$ cat src/rtl/pipe_pkg.sv
// Shared types for the inter-stage pipeline registers: stage occupancy state
// and the width of the per-stage stall counter.
package pipe_pkg;

   typedef enum logic [1:0] {
      PS_EMPTY = 2'b00,
      PS_HALF  = 2'b01,
      PS_FULL  = 2'b10
   } pipe_state_e;

   localparam int STALL_CNT_W = 16;

endpackage

$ cat src/rtl/sat_counter.sv
// Saturating up-counter: counts inc cycles, sticks at all-ones, synchronous clr.
module sat_counter #(
   parameter int W = 16
) (
   input  logic         clk,
   input  logic         rst,
   input  logic         inc,
   input  logic         clr,
   output logic [W-1:0] count
);

   logic [W-1:0] count_reg;

   always_ff @(posedge clk or negedge rst) begin
      if (!rst) begin
         count_reg <= '0;
      end else if (clr) begin
         count_reg <= '0;
      end else if (inc && (count_reg != {W{1'b1}})) begin
         count_reg <= count_reg + W'(1);
      end
   end

   assign count = count_reg;

endmodule

$ cat src/rtl/pipe_stage_reg.sv
// Valid/ready pipeline stage register with optional 2-entry skid buffer,
// synchronous flush and a saturating stall counter.
module pipe_stage_reg
   import pipe_pkg::*;
#(
   parameter int WIDTH          = 32,
   parameter bit SKID           = 1'b1,
   parameter bit CLEAR_ON_FLUSH = 1'b1
) (
   input  logic                   clk,
   input  logic                   rst,
   input  logic                   flush,
   input  logic                   in_valid,
   output logic                   in_ready,
   input  logic [WIDTH-1:0]       in_data,
   output logic                   out_valid,
   input  logic                   out_ready,
   output logic [WIDTH-1:0]       out_data,
   output logic [1:0]             occupancy,
   output logic [STALL_CNT_W-1:0] stall_cnt
);

   pipe_state_e      state_reg, state_next;
   logic [WIDTH-1:0] main_reg, main_next;
   logic [WIDTH-1:0] skid_reg;
   logic             ready_raw;
   logic             in_fire, out_fire;

   generate
      if (SKID) begin : g_ready_reg
         assign ready_raw = (state_reg != PS_FULL);
      end else begin : g_ready_comb
         assign ready_raw = (state_reg == PS_EMPTY) | out_ready;
      end
   endgenerate

   // Reset gates in_ready so upstream never fires into a stage being cleared.
   assign in_ready  = rst & ready_raw;
   assign out_valid = (state_reg != PS_EMPTY);
   assign out_data  = main_reg;
   assign occupancy = state_reg;

   assign in_fire  = in_valid & in_ready;
   assign out_fire = out_valid & out_ready;

   always_comb begin
      state_next = state_reg;
      main_next  = main_reg;
      if (flush) begin
         state_next = PS_EMPTY;
         if (CLEAR_ON_FLUSH) begin
            main_next = '0;
         end
      end else begin
         case (state_reg)
            PS_EMPTY: begin
               if (in_fire) begin
                  main_next  = in_data;
                  state_next = PS_HALF;
               end
            end
            PS_HALF: begin
               if (in_fire && out_fire) begin
                  main_next = in_data;
               end else if (in_fire) begin
                  state_next = PS_FULL;
               end else if (out_fire) begin
                  state_next = PS_EMPTY;
               end
            end
            PS_FULL: begin
               if (out_fire) begin
                  main_next  = skid_reg;
                  state_next = PS_HALF;
               end
            end
            default: state_next = PS_EMPTY;
         endcase
      end
   end

   always_ff @(posedge clk or negedge rst) begin
      if (!rst) begin
         state_reg <= PS_EMPTY;
         main_reg  <= '0;
      end else begin
         state_reg <= state_next;
         main_reg  <= main_next;
      end
   end

   generate
      if (SKID) begin : g_skid
         logic skid_load;

         // Second entry is only taken while the main entry is stuck downstream.
         assign skid_load = (state_reg == PS_HALF) & in_fire & ~out_fire & ~flush;

         always_ff @(posedge clk or negedge rst) begin
            if (!rst) begin
               skid_reg <= '0;
            end else if (flush && CLEAR_ON_FLUSH) begin
               skid_reg <= '0;
            end else if (skid_load) begin
               skid_reg <= in_data;
            end
         end
      end else begin : g_no_skid
         assign skid_reg = '0;
      end
   endgenerate

   sat_counter #(
      .W (STALL_CNT_W)
   ) u_stall_cnt (
      .clk   (clk),
      .rst   (rst),
      .inc   (out_valid & ~out_ready),
      .clr   (1'b0),
      .count (stall_cnt)
   );

endmodule
$ cat config.mk
export PLATFORM = sky130hd
export DESIGN_NAME = pipe_stage_reg
export DESIGN_NICKNAME = d
export VERILOG_FILES = /design/src/rtl/pipe_pkg.sv /design/src/rtl/sat_counter.sv /design/src/rtl/pipe_stage_reg.sv
export SDC_FILE = /design/constraint.sdc
export NUM_CORES = 1
export LEC_CHECK = 0
export ABC_CLOCK_PERIOD_IN_PS = 1900
export CORE_MARGIN = 5
export CORE_UTILIZATION = 50
export CTS_CLUSTER_SIZE = 10
export DETAILED_ROUTE_END_ITERATION = 7
export PLACE_DENSITY = 0.77
export SLEW_MARGIN = 30
export SYNTH_ARGS = -nofsm -noshare
export SYNTH_HDL_FRONTEND = slang
export SYNTH_SLANG_ARGS = --single-unit
export TNS_END_PERCENT = 100
$ cat constraint.sdc
create_clock -name clk -period 1.9 [get_ports clk]
set_input_delay 0.475 -clock clk [delete_from_list [all_inputs] [get_ports clk]]
set_output_delay 0.475 -clock clk [all_outputs]
set_load 0.05 [all_outputs]
* After elaboration in Yosys (flattened, before gate mapping)
Cells that the tools add are included.
** Storage, ports and cells
- Register bits after elaboration :: 82
- Latch bits :: 0
- RAM bits :: 0
- Bits in read-only memories :: 0
- Input bits :: 37
- Word-level logic and storage cells :: 46
- Memories :: 0
** Operators by class
- Add/sub/neg operators :: 1
- Multipliers :: 0
- Div/mod/pow operators :: 0
- $lt $le $gt $ge :: 0
- Eq/ne operators :: 9
- Shift-type cells :: 0
- Muxes and demuxes :: 14
- Bitwise logic cells :: 10
- Reduce and logical (&&, ||, !) cells :: 8
** Operators with widths (count)
- $mux W32 :: 6
- $pmux W32 S3 :: 1
- $add A16 B1 Y16 const B :: 1
- $ne A16 B16 Y1 const B :: 1
- $mux W2 :: 6
- $ne A3 B3 Y1 const B :: 4
- $reduce_and A4 Y1 :: 2
- $and A1 B1 Y1 :: 7
- $pmux W2 S3 :: 1
- $ne A4 B4 Y1 const B :: 1
- $reduce_bool A2 Y1 :: 2
- $reduce_bool A4 Y1 :: 1
- $not A1 Y1 :: 3
- $eq A2 B1 Y1 const B :: 1
- $eq A2 B2 Y1 const B :: 1
- $logic_and A1 B1 Y1 :: 2
- $logic_not A2 Y1 :: 1
- $ne A2 B2 Y1 const B :: 1

* Longest topological paths before layout
Gate-level depths: netlist (run 1).
- Depth in word-level cells :: 8
- Depth in mapped cells :: 7
- Depth with buffers taken out :: 5

* By module
Synthesis (run 1) repeated with hierarchy kept, for this count alone.
** Unflattened totals
- Cells, all modules :: 401
- Area, all modules :: 3918.8 µm²
** By module, submodules not included
- pipe_stage_reg :: instances 1, cells each 303, area each 2976.6 µm², seq. area each 1651.6 µm²
- sat_counter :: instances 1, cells each 98, area each 942.2 µm², seq. area each 400.4 µm²

* Least setup slack after synthesis (run 1)
OpenSTA, ideal clock, no wires.
- Path kind :: flip-flop to output port
- Start :: register state_reg[0], in the netlist occupancy[0]
- End :: output in_ready
- Data arrival time :: 1.860 ns
- Setup slack :: -0.435 ns
- Cell stages (with the launch flop) :: 6
- Buffers on the path :: 3
- Cell sequence :: dfrtp_1 > buf_2 > nand2b_1 > buf_2 > clkbuf_1 > and2_1
** On the way
- Cells in the longest elaborated chain, start to end :: 2
** RTL lines
- start: declaration :: line pipe_stage_reg.sv:23 : pipe_state_e state_reg, state_next;
- start signal: assignment :: line pipe_stage_reg.sv:87 : state_reg <= state_next;
- $ne A2 B2 Y1 :: line pipe_stage_reg.sv:31 : assign ready_raw = (state_reg != PS_FULL);
- $and A1 B1 Y1 :: line pipe_stage_reg.sv:38 : assign in_ready = rst & ready_raw;
- end: declaration :: line pipe_stage_reg.sv:14 : output logic in_ready,
No other way between the ends.

* Worst setup path in the final report (run 1)
- Start :: input in_valid
- End :: register main_reg[21], in the netlist out_data[21]
** On the way
- Cells in the longest elaborated chain, start to end :: 4
- Elaborated cells on any way between the ends :: 5
- Classes of those cells :: 2 x eq/ne; 1 x bitwise; 2 x reduce/logical
** RTL lines
- start: declaration :: line pipe_stage_reg.sv:13 : input logic in_valid,
- $and A1 B1 Y1 (*) :: line pipe_stage_reg.sv:43 : assign in_fire = in_valid & in_ready;
- $logic_and A1 B1 Y1 :: line pipe_stage_reg.sv:63 : if (in_fire && out_fire) begin
- $ne A3 B3 Y1 (no source line)
- $reduce_and A4 Y1 (no source line) (*)
- end signal: assignment :: line pipe_stage_reg.sv:88 : main_reg <= main_next;
- end: declaration :: line pipe_stage_reg.sv:24 : logic [WIDTH-1:0] main_reg, main_next;
Every way passes the cells marked *; elsewhere a longest branch is shown, timed or not.
A chain may end at the register's enable or synchronous reset.

==> metrics, run 1 <==
outcome complete, no violations; top-level I/O count 89; largest net degree at the start of global routing 54; Core ar. between 7000 and 8000 sq um; crit-path cells clkdlybuf4s50_1 -> nand2_1 -> nor2_1 -> a211oi_4 -> buf_12 -> mux2_2; DR pass1 iterations 4; wire per inst roughly 16 um; Post-Syn Instances roughly 410; clock tree buffer depth 2; Slew HR 0.550; number of global-route vias before repair 3135; worst slew pin tran between 600 and 700 ps; CP peak stage delay around 480 ps; delay-heaviest family, CP buffers and inverters; r2r startpoint u_stall_cnt.count[0]; Clock transition at path regs 80 ps; area delta synth->final 29.5%; effective utilization at floorplan 0.509; Pwr Total roughly 0.0043 W; Num CTS Buffers 9; Yosys cell types 37; slowest CP cell clkdlybuf4s50_1; Die Y 98.5 um; clk_lat worst skew between 300 and 400 ps; Seq/Total Area, Yosys 0.524; crit path kind primary input to register; FF-to-FF End u_stall_cnt.count[12]; worst min path class primary input to asynchronous set/reset pin; top post-synthesis cells by area dfrtp_1, nand2_1, a21oi_1; largest fanout on the critical path 26; initial DRC count roughly 180; first-pass GRT wire length roughly 16 mm; area share of the largest cell type after synthesis 0.524; final setup fails 0; GR Overflow Total 0; CP bufs+invs 2; Ant. Diodes 0; syn avg cell area 9.59 sq um; RePlAce Congestion between 0.8 and 0.9; H-tree Lvls 3; Tmin final about 1900 ps; port bufs 88; Final nets around 540; FF-to-FF path depth 5; antenna viol nets, final 0; pwr/cell area approximately 840 nW/um^2; die area approximately 9700 sq um; drt total wl approximately 9.5 mm; ratio of cells with drive above 1 in the final layout 0.271; via count 3242; top cell type by total area after synthesis dfrtp_1; post_cts resized 0; CP Capture Type register; initial antenna violation count 0; CTS tree done; post-DP HPWL between 6 and 7 mm; all-layer global routing usage 0.198; arrival time worst endpoint approximately 2100 ps; Root Buffer clkbuf_8; Die X around 98 um; Max Cap Violations 0; unrepaired setup endpoints after global routing no; DRC Markers 0; number of synthesized register bits 82; Post-Synthesis Cell Area about 3900 sq um; Ys Warns 0; Post-Syn Nets 446; row count 32; Fin. Hold Viols 0; Peak VDD IR slightly below 700 uV; Util after Layout 0.659; FF-to-FF setup slack ~110 ps; maximum clock rate approximately 540 MHz; Slew Limit Fails 0; P_leak about 2.4 nW; Final period util 0.979; Sink Count approximately 80; Worst Skew roughly 9.6 ps; CP startpoint kind primary input; drt via density between 5 and 6; setup TNS 0 ps; CP required approximately 2100 ps
-- cell usage in the layout (no fill, tap or decap), types with 2 or more instances in the layout --
master / instances
clkdlybuf4s50_1: 34
nand3_1: 4
nor2_1: 5
a21oi_1: 67
o21ba_2: 2
o21ai_0: 2
dfrtp_1: 76
mux2_2: 27
and4_1: 2
dfrtp_2: 6
nand2_1: 134
nand4_1: 7
buf_12: 5
mux2_1: 6
clkbuf_1: 4
xor2_1: 12
buf_4: 70
nor3_1: 10
clkbuf_8: 11
-- cells in the mapped netlist (all sizes together) --
cell,n
buf,14
or3b,1
nor3b,1
xor2,12
nand2b,1
nor4,2
nand4,7
or2,1
nor2,6
o21ai,2
nor3,10
nand3,5
mux2,34
ha,1
or3,1
a31oi,1
nand2,134
and2,1
o21bai,1
nor2b,1
and4,2
a211oi,1
dfrtp,82
clkbuf,14
nand3b,2
a21oi,68
o21ba,2
and3,1
-- per-layer routing --
| metal | wire, um | GRT usage | up-vias |
|---|---|---|---|
| met4 | 88 | 0.0431 | 0 |
| met2 | 4670 | 0.316 | 95 |
| met5 | 0 | 0 | - |
| li1 | - | - | 1549 |
| met3 | 624 | 0.0510 | 12 |
| met1 | 4120 | 0.275 | 1586 |
-- cell type report --
cell class | instances | area [sq um]
Clock buffer | 15 | 166
Clock inverter | 1 | 8.76
Fill cell | 631 | 2620
Multi-Input combinational cell | 298 | 1740
Sequential cell | 82 | 2060
Tap cell | 102 | 128
Timing Repair Buffer | 110 | 971
-- metrics by stage --
stage,hold WS [ps],cells,worst slack [ps],area [sq um]
5_1_grt,258,608,3.45,5070
3_3_place_gp,475,589,-254,4870
4_1_cts,233,605,45.1,5050
3_5_place_dp,483,589,-294,4870
2_1_floorplan,179,408,-112,3940
6_report,226,608,40.2,5070
-- kinds of logic after synthesis --
kind of cell    count (synthesis)  synth area share
simple gates                  176             0.201
compound gates                 75             0.107
flops                          82             0.524
buf+inv                        28            0.0384
mux                            34            0.0988
fa+ha+maj                       1           0.00320
xor+xnor                       12            0.0269
-- worst register-to-register path, stage by stage, from the launching register on --
cell and delay, ps:
dfrtp_2 440, ha_4 160, nand3_2 160, or3_4 440, nor2_1 120, mux2_2 350
-- how the worst max path moves through the flow --
stage                 startpoint      endpoint  depth (start not counted)
floorplan           occupancy[0]      in_ready                          5
global placement        in_valid   out_data[6]                          6
detailed placement      in_valid  out_data[21]                          6
CTS                 occupancy[0]      in_ready                          3
global route            in_valid  out_data[15]                          6
finish                  in_valid  out_data[21]                          6
-- report_power, final --
part / switching (W) / internal, W / leakage, nW / total [W]
Sequential: 0.000126 / 0.00187 / 1.09 / 0.00200
Clock: 0.000600 / 0.000553 / 0.0879 / 0.00115
Combinational: 0.000689 / 0.000415 / 1.19 / 0.00110
Total: 0.00142 / 0.00284 / 2.37 / 0.00426
-- what timing repair did --
| action | in CTS | in global routing |
|---|---|---|
| setup buffers | 0 | 3 |
| endpoints found under the setup margin | 0 | 1 |
| hold buffers | 0 | 0 |
| endpoints found under the hold margin | 0 | 0 |
No activity file was read; power rests on OpenSTA's default activity.
==> run 2: changes to the inputs <==
--- a/config.mk
+++ b/config.mk
@@ -10,6 +10,7 @@
 export CORE_UTILIZATION = 50
 export CTS_CLUSTER_SIZE = 10
 export DETAILED_ROUTE_END_ITERATION = 7
+export GPL_ROUTABILITY_DRIVEN = 0
 export PLACE_DENSITY = 0.77
 export SLEW_MARGIN = 30
 export SYNTH_ARGS = -nofsm -noshare
==> results of run 2 <==
The final DEF is identical to that of run 1; final timing and power are the same.
==> run 3: changes to the inputs <==
--- a/config.mk
+++ b/config.mk
@@ -7,11 +7,11 @@
 export LEC_CHECK = 0
 export ABC_CLOCK_PERIOD_IN_PS = 1900
 export CORE_MARGIN = 5
-export CORE_UTILIZATION = 50
+export CORE_UTILIZATION = 45
 export CTS_CLUSTER_SIZE = 10
 export DETAILED_ROUTE_END_ITERATION = 7
 export GPL_ROUTABILITY_DRIVEN = 0
-export PLACE_DENSITY = 0.77
+export PLACE_DENSITY = 0.7
 export SLEW_MARGIN = 30
 export SYNTH_ARGS = -nofsm -noshare
 export SYNTH_HDL_FRONTEND = slang
==> metrics, run 3 (synthesized netlist as in run 1, its figures left out) <==
top-level I/O count 89; all-layer global routing usage 0.190; die area approximately 11000 sq um; worst min path class primary input to asynchronous set/reset pin; CP Capture Type output pin; # fillers about 770; first-pass GRT wire length between 15 and 20 mm; Slew Limit Fails 0; number of global-route vias before repair 3283; largest net degree at the start of global routing 47; area delta synth->final 30.3%; Ant. Diodes 0; H-tree Lvls 3; Final nets ~540; Multi-input gate area roughly 1700 sq um; effective utilization at floorplan 0.455; DR pass1 iterations 4; Max Cap Violations 0; P_leak 2.38 nW; Root Buffer clkbuf_8; row count 34; drt total wl 9.61 mm; maximum clock rate roughly 550 MHz; wire per inst approximately 16 um; Worst Skew around 11 ps; Clock transition at path regs approximately 80 ps; via count approximately 3200; final setup fails 0; CTS tree done; CP required 1420 ps; unrepaired setup endpoints after global routing no; Die X between 100 and 150 um; Final period util 0.964; Sink Count approximately 80; outcome complete, no violations; most common cell after layout, fill and taps aside nand2_1; most frequent cells in the layout nand2_1, dfrtp_1, buf_4; Tmin final around 1800 ps; crit path kind register to output pin; Core ar. roughly 8600 sq um; clk_lat worst skew 350 ps; CP startpoint kind register; antenna viol nets, final 0; initial DRC count roughly 140; pwr/cell area ~840 nW/um^2; GR Overflow Total 0; Peak VDD IR roughly 720 uV; hold_ws just under 60 ps; post-DP HPWL between 6 and 7 mm; drt via density about 5.2; Slew HR 0.607; worst slew pin tran 589 ps; DRC Markers 0; arrival time worst endpoint between 1000 and 1500 ps; clock tree buffer depth 2; Num CTS Buffers 9; Storage cell area between 2000 and 2500 sq um; port bufs 88; Die Y 103 um; Util after Layout 0.594; largest fanout on the critical path 10; initial antenna violation count 0; Fin. Hold Viols 0; ratio of cells with drive above 1 in the final layout 0.276
-- run 3: worst paths after layout --
kind,start,to,slack [ps],cells after the start
setup / recovery,occupancy[1],out_valid,70,2
hold / removal,rst,skid_reg[7],60,2
setup reg to reg,occupancy[1],out_data[23],120,5
hold reg to reg,out_data[19],out_data[19],500,1
max in group asynchronous,rst,skid_reg[28],1040,3
min in group clk,out_data[19],out_data[19],500,1
-- run 3: power by group --
| part | total (W) | leakage [nW] | switching (W) | internal (W) |
|---|---|---|---|---|
| registers | 0.00199 | 1.09 | 0.000119 | 0.00187 |
| logic | 0.00113 | 1.20 | 0.000699 | 0.000426 |
| clock network | 0.00119 | 0.0853 | 0.000600 | 0.000592 |
-- run 3: routing by layer --
metal	part of all wire	GRT usage
met5	0	0
met4	0.018	0.0807
met3	0.076	0.0469
met2	0.47	0.301
met1	0.44	0.250
-- run 3: area by class of cell --
cell class / count / share of cell area
flip-flops and latches: 82 / 0.404
multi-input cells: 298 / 0.340
repair buffers: 113 / 0.195
well taps: 108 / 0.0265
clock buffers: 11 / 0.0258
clock inverters: 3 / 0.00834
-- run 3: what timing repair did --
action | CTS | global route
hold buffers | 0 | 0
gates resized for setup | 0 | 1
buffers inserted | 0 | 4
endpoints found under the setup margin | 0 | 13
-- run 3: per-stage QoR --
stage / power [W] / cells / setup WS, ps / setup TNS [ps] / cell area (sq um)
2_1_floorplan: 0.00271 / 408 / -112 / -112 / 3940
6_report: 0.00431 / 615 / 68.3 / 0 / 5100
3_5_place_dp: 0.00316 / 597 / -332 / -15460 / 4890
4_1_cts: 0.00435 / 611 / 21.4 / 0 / 5070
5_1_grt: 0.00451 / 615 / 15.5 / 0 / 5100
3_3_place_gp: 0.00312 / 596 / -294 / -13780 / 4870
-- run 3: worst max-delay path, cell delays in order, from the launching register on --
cell and delay, ps:
dfrtp_2 500, or2_2 310, buf_4 190
==> edit (config.mk and constraints of run 3) <==
Change the parameter `WIDTH` from 32 to 40.
--- a/src/rtl/pipe_stage_reg.sv
+++ b/src/rtl/pipe_stage_reg.sv
@@ -3,7 +3,7 @@
 module pipe_stage_reg
    import pipe_pkg::*;
 #(
-   parameter int WIDTH          = 32,
+   parameter int WIDTH          = 40,
    parameter bit SKID           = 1'b1,
    parameter bit CLEAR_ON_FLUSH = 1'b1
 ) (
Interface: changed (resized in_data and out_data); port bits go from 89 to 105. No check against the original RTL was run, so the function may have changed too.
==> edit against run 3 <==
  * Setup slack worse by 0.068 ns
  * Area after synthesis rose by 16%
  * Cell area grew 16%
  * Die area increased by 15%
  * Fmax down 3.6%
  * Sequential share of layout area is 1.2 points higher
  * Critical path type is now in2reg
  * Wire length up 15%
  * Critical endpoint is now out_data[38]
  * Sequential cell count rose by 16
  * Total power rose by 12%
==> edit: results (changes against run 3) <==
outcome: "finished, final reports clean"
drt_wl_total_mm: 11.0  # +15%
drt-pass1-iter-count: 7  # +3
dp_slack_ns: -0.368  # -0.0358 ns
hpwl_mm: 7.73  # +16%
vias: 3782  # +17%
drive_above_1_share_pct: 27.9  # +0.29 points
first_global_vias: 3903  # +19%
n_antenna_cell: 0  # unchanged
ys_seq_area_share_pct: 53.8  # +1.4 points
synth.distinct_cells: 35  # -5.4%
ctsLongestPathBuffers: 2  # unchanged
antenna_found_initial: 0  # unchanged
vias_per_cell: 5.20  # -0.87%
critPathMaxFanout: 17  # +7
clk_latency_ns: 0.35  # about the same
ir_drop_mv: 0.689  # -4.2%
portBuffers: 104  # +18%
yosys_warnings: 0  # unchanged
finalNetCount: 636  # +17%
synth_nets: 528  # +18%
synthTopCellsByArea: "dfrtp_1 (54%), nand2_1 (14%), mux2_2 (9.9%)"
async_flop_share_pct: 100  # unchanged
fillers: 880  # +14%
fin_skew_ns: 0.00769  # -0.00354 ns
dpl.cell_count: 709  # +19%
cts.clk_slew.worst_paths_ns: 0.10  # +0.02 ns
synth_top_area_share_pct: 53.8  # +1.4 points
drt_iter0_drc: 125  # -8.8%
grt_use_total_pct: 18.8  # -0.27 points
synth_common_cells: "nand2_1 (166), dfrtp_1 (98), a21oi_1 (84)"
leakage_nw: 2.74  # +15%
drc: 0  # unchanged
tightest_slew_ns: 0.793  # +0.204 ns
grt_pass1_wl_mm: 19.1  # +21%
cts_buffers: 9  # unchanged
grt_start_max_net_pins: 63  # +34%
syn_inst: 482  # +18%
==> edit: changes by cell type in the layout (fill, tap and decap cells not counted), sizes merged, moves of 3 or more <==
cell           before  now
clkdlybuf4s50      34   42
nand4               7    4
nor3               10    6
a21oi              68   84
buf                79   88
mux2               34   42
nand2             134  166
dfrtp              82   98
==> edit: report_power, final <==
part | switching, mW | leakage [nW] | internal, mW
combinational | 0.787 | 1.35 | 0.457
clock | 0.716 | 0.0851 | 0.507
sequential | 0.129 | 1.31 | 2.23
total | 1.63 | 2.74 | 3.19
==> edit: area by class of cell <==
cell class                      count  area share, %
Sequential cell                    98           41.6
Multi-Input combinational cell    350           33.8
Timing Repair Buffer              130           18.8
Tap cell                          133           2.81
Clock buffer                       11           2.39
Clock inverter                      5          0.507
Inverter                            1         0.0634
==> edit: layer usage <==
layer  global-route usage (%)  up-vias  share of wire, %
li1                         -     1822                 -
met1                     23.4     1847                43
met2                     31.1       96                49
met3                     4.76       17               5.4
met4                     7.72        0               2.3
met5                        0        -                 0
==> edit: final timing paths <==
check	startpoint	to	slack, ns	depth (start not counted)
setup / recovery	in_valid	out_data[38]	0.0002	6
hold / removal	rst	skid_reg[26]	0.20	2
setup reg to reg	occupancy[1]	out_data[38]	0.06	6
hold reg to reg	out_data[32]	out_data[32]	0.50	1
max in group asynchronous	rst	u_stall_cnt.count[1]	1.00	2
min in group clk	out_data[32]	out_data[32]	0.50	1
==> edit: logic make-up after synthesis <==
family          count (synthesis)  share of synthesized area [%]
compound gates                 90                           10.5
xor+xnor                       12                           2.31
buf+inv                        34                           3.16
simple gates                  205                           19.6
fa+ha+maj                       1                          0.275
mux                            42                           10.4
flops                          98                           53.8
==> edit: what timing repair did <==
action,4_1_cts,5_1_grt
hold endpoints to repair,0,0
hold buffers,0,0
pin swaps,1,0
buffers inserted,3,0
resized for setup,0,4
gates cloned,0,0
endpoints found under the setup margin,2,39
==> edit: worst max-delay path: stages <==
cell	delay (ns)
clkdlybuf4s50_1	0.44
nand3b_1	0.14
a21oi_1	0.13
a211oi_4	0.26
buf_4	0.31
mux2_2	0.37
==> edit: through the flow <==
| step | power, mW | area, um^2 |
|---|---|---|
| after floorplan | 3.16 | 4590 |
| after global placement | 3.64 | 5710 |
| after detailed placement | 3.65 | 5710 |
| after CTS | 4.88 | 5910 |
| after global routing | 5.06 | 5920 |
| final | 4.83 | 5920 |
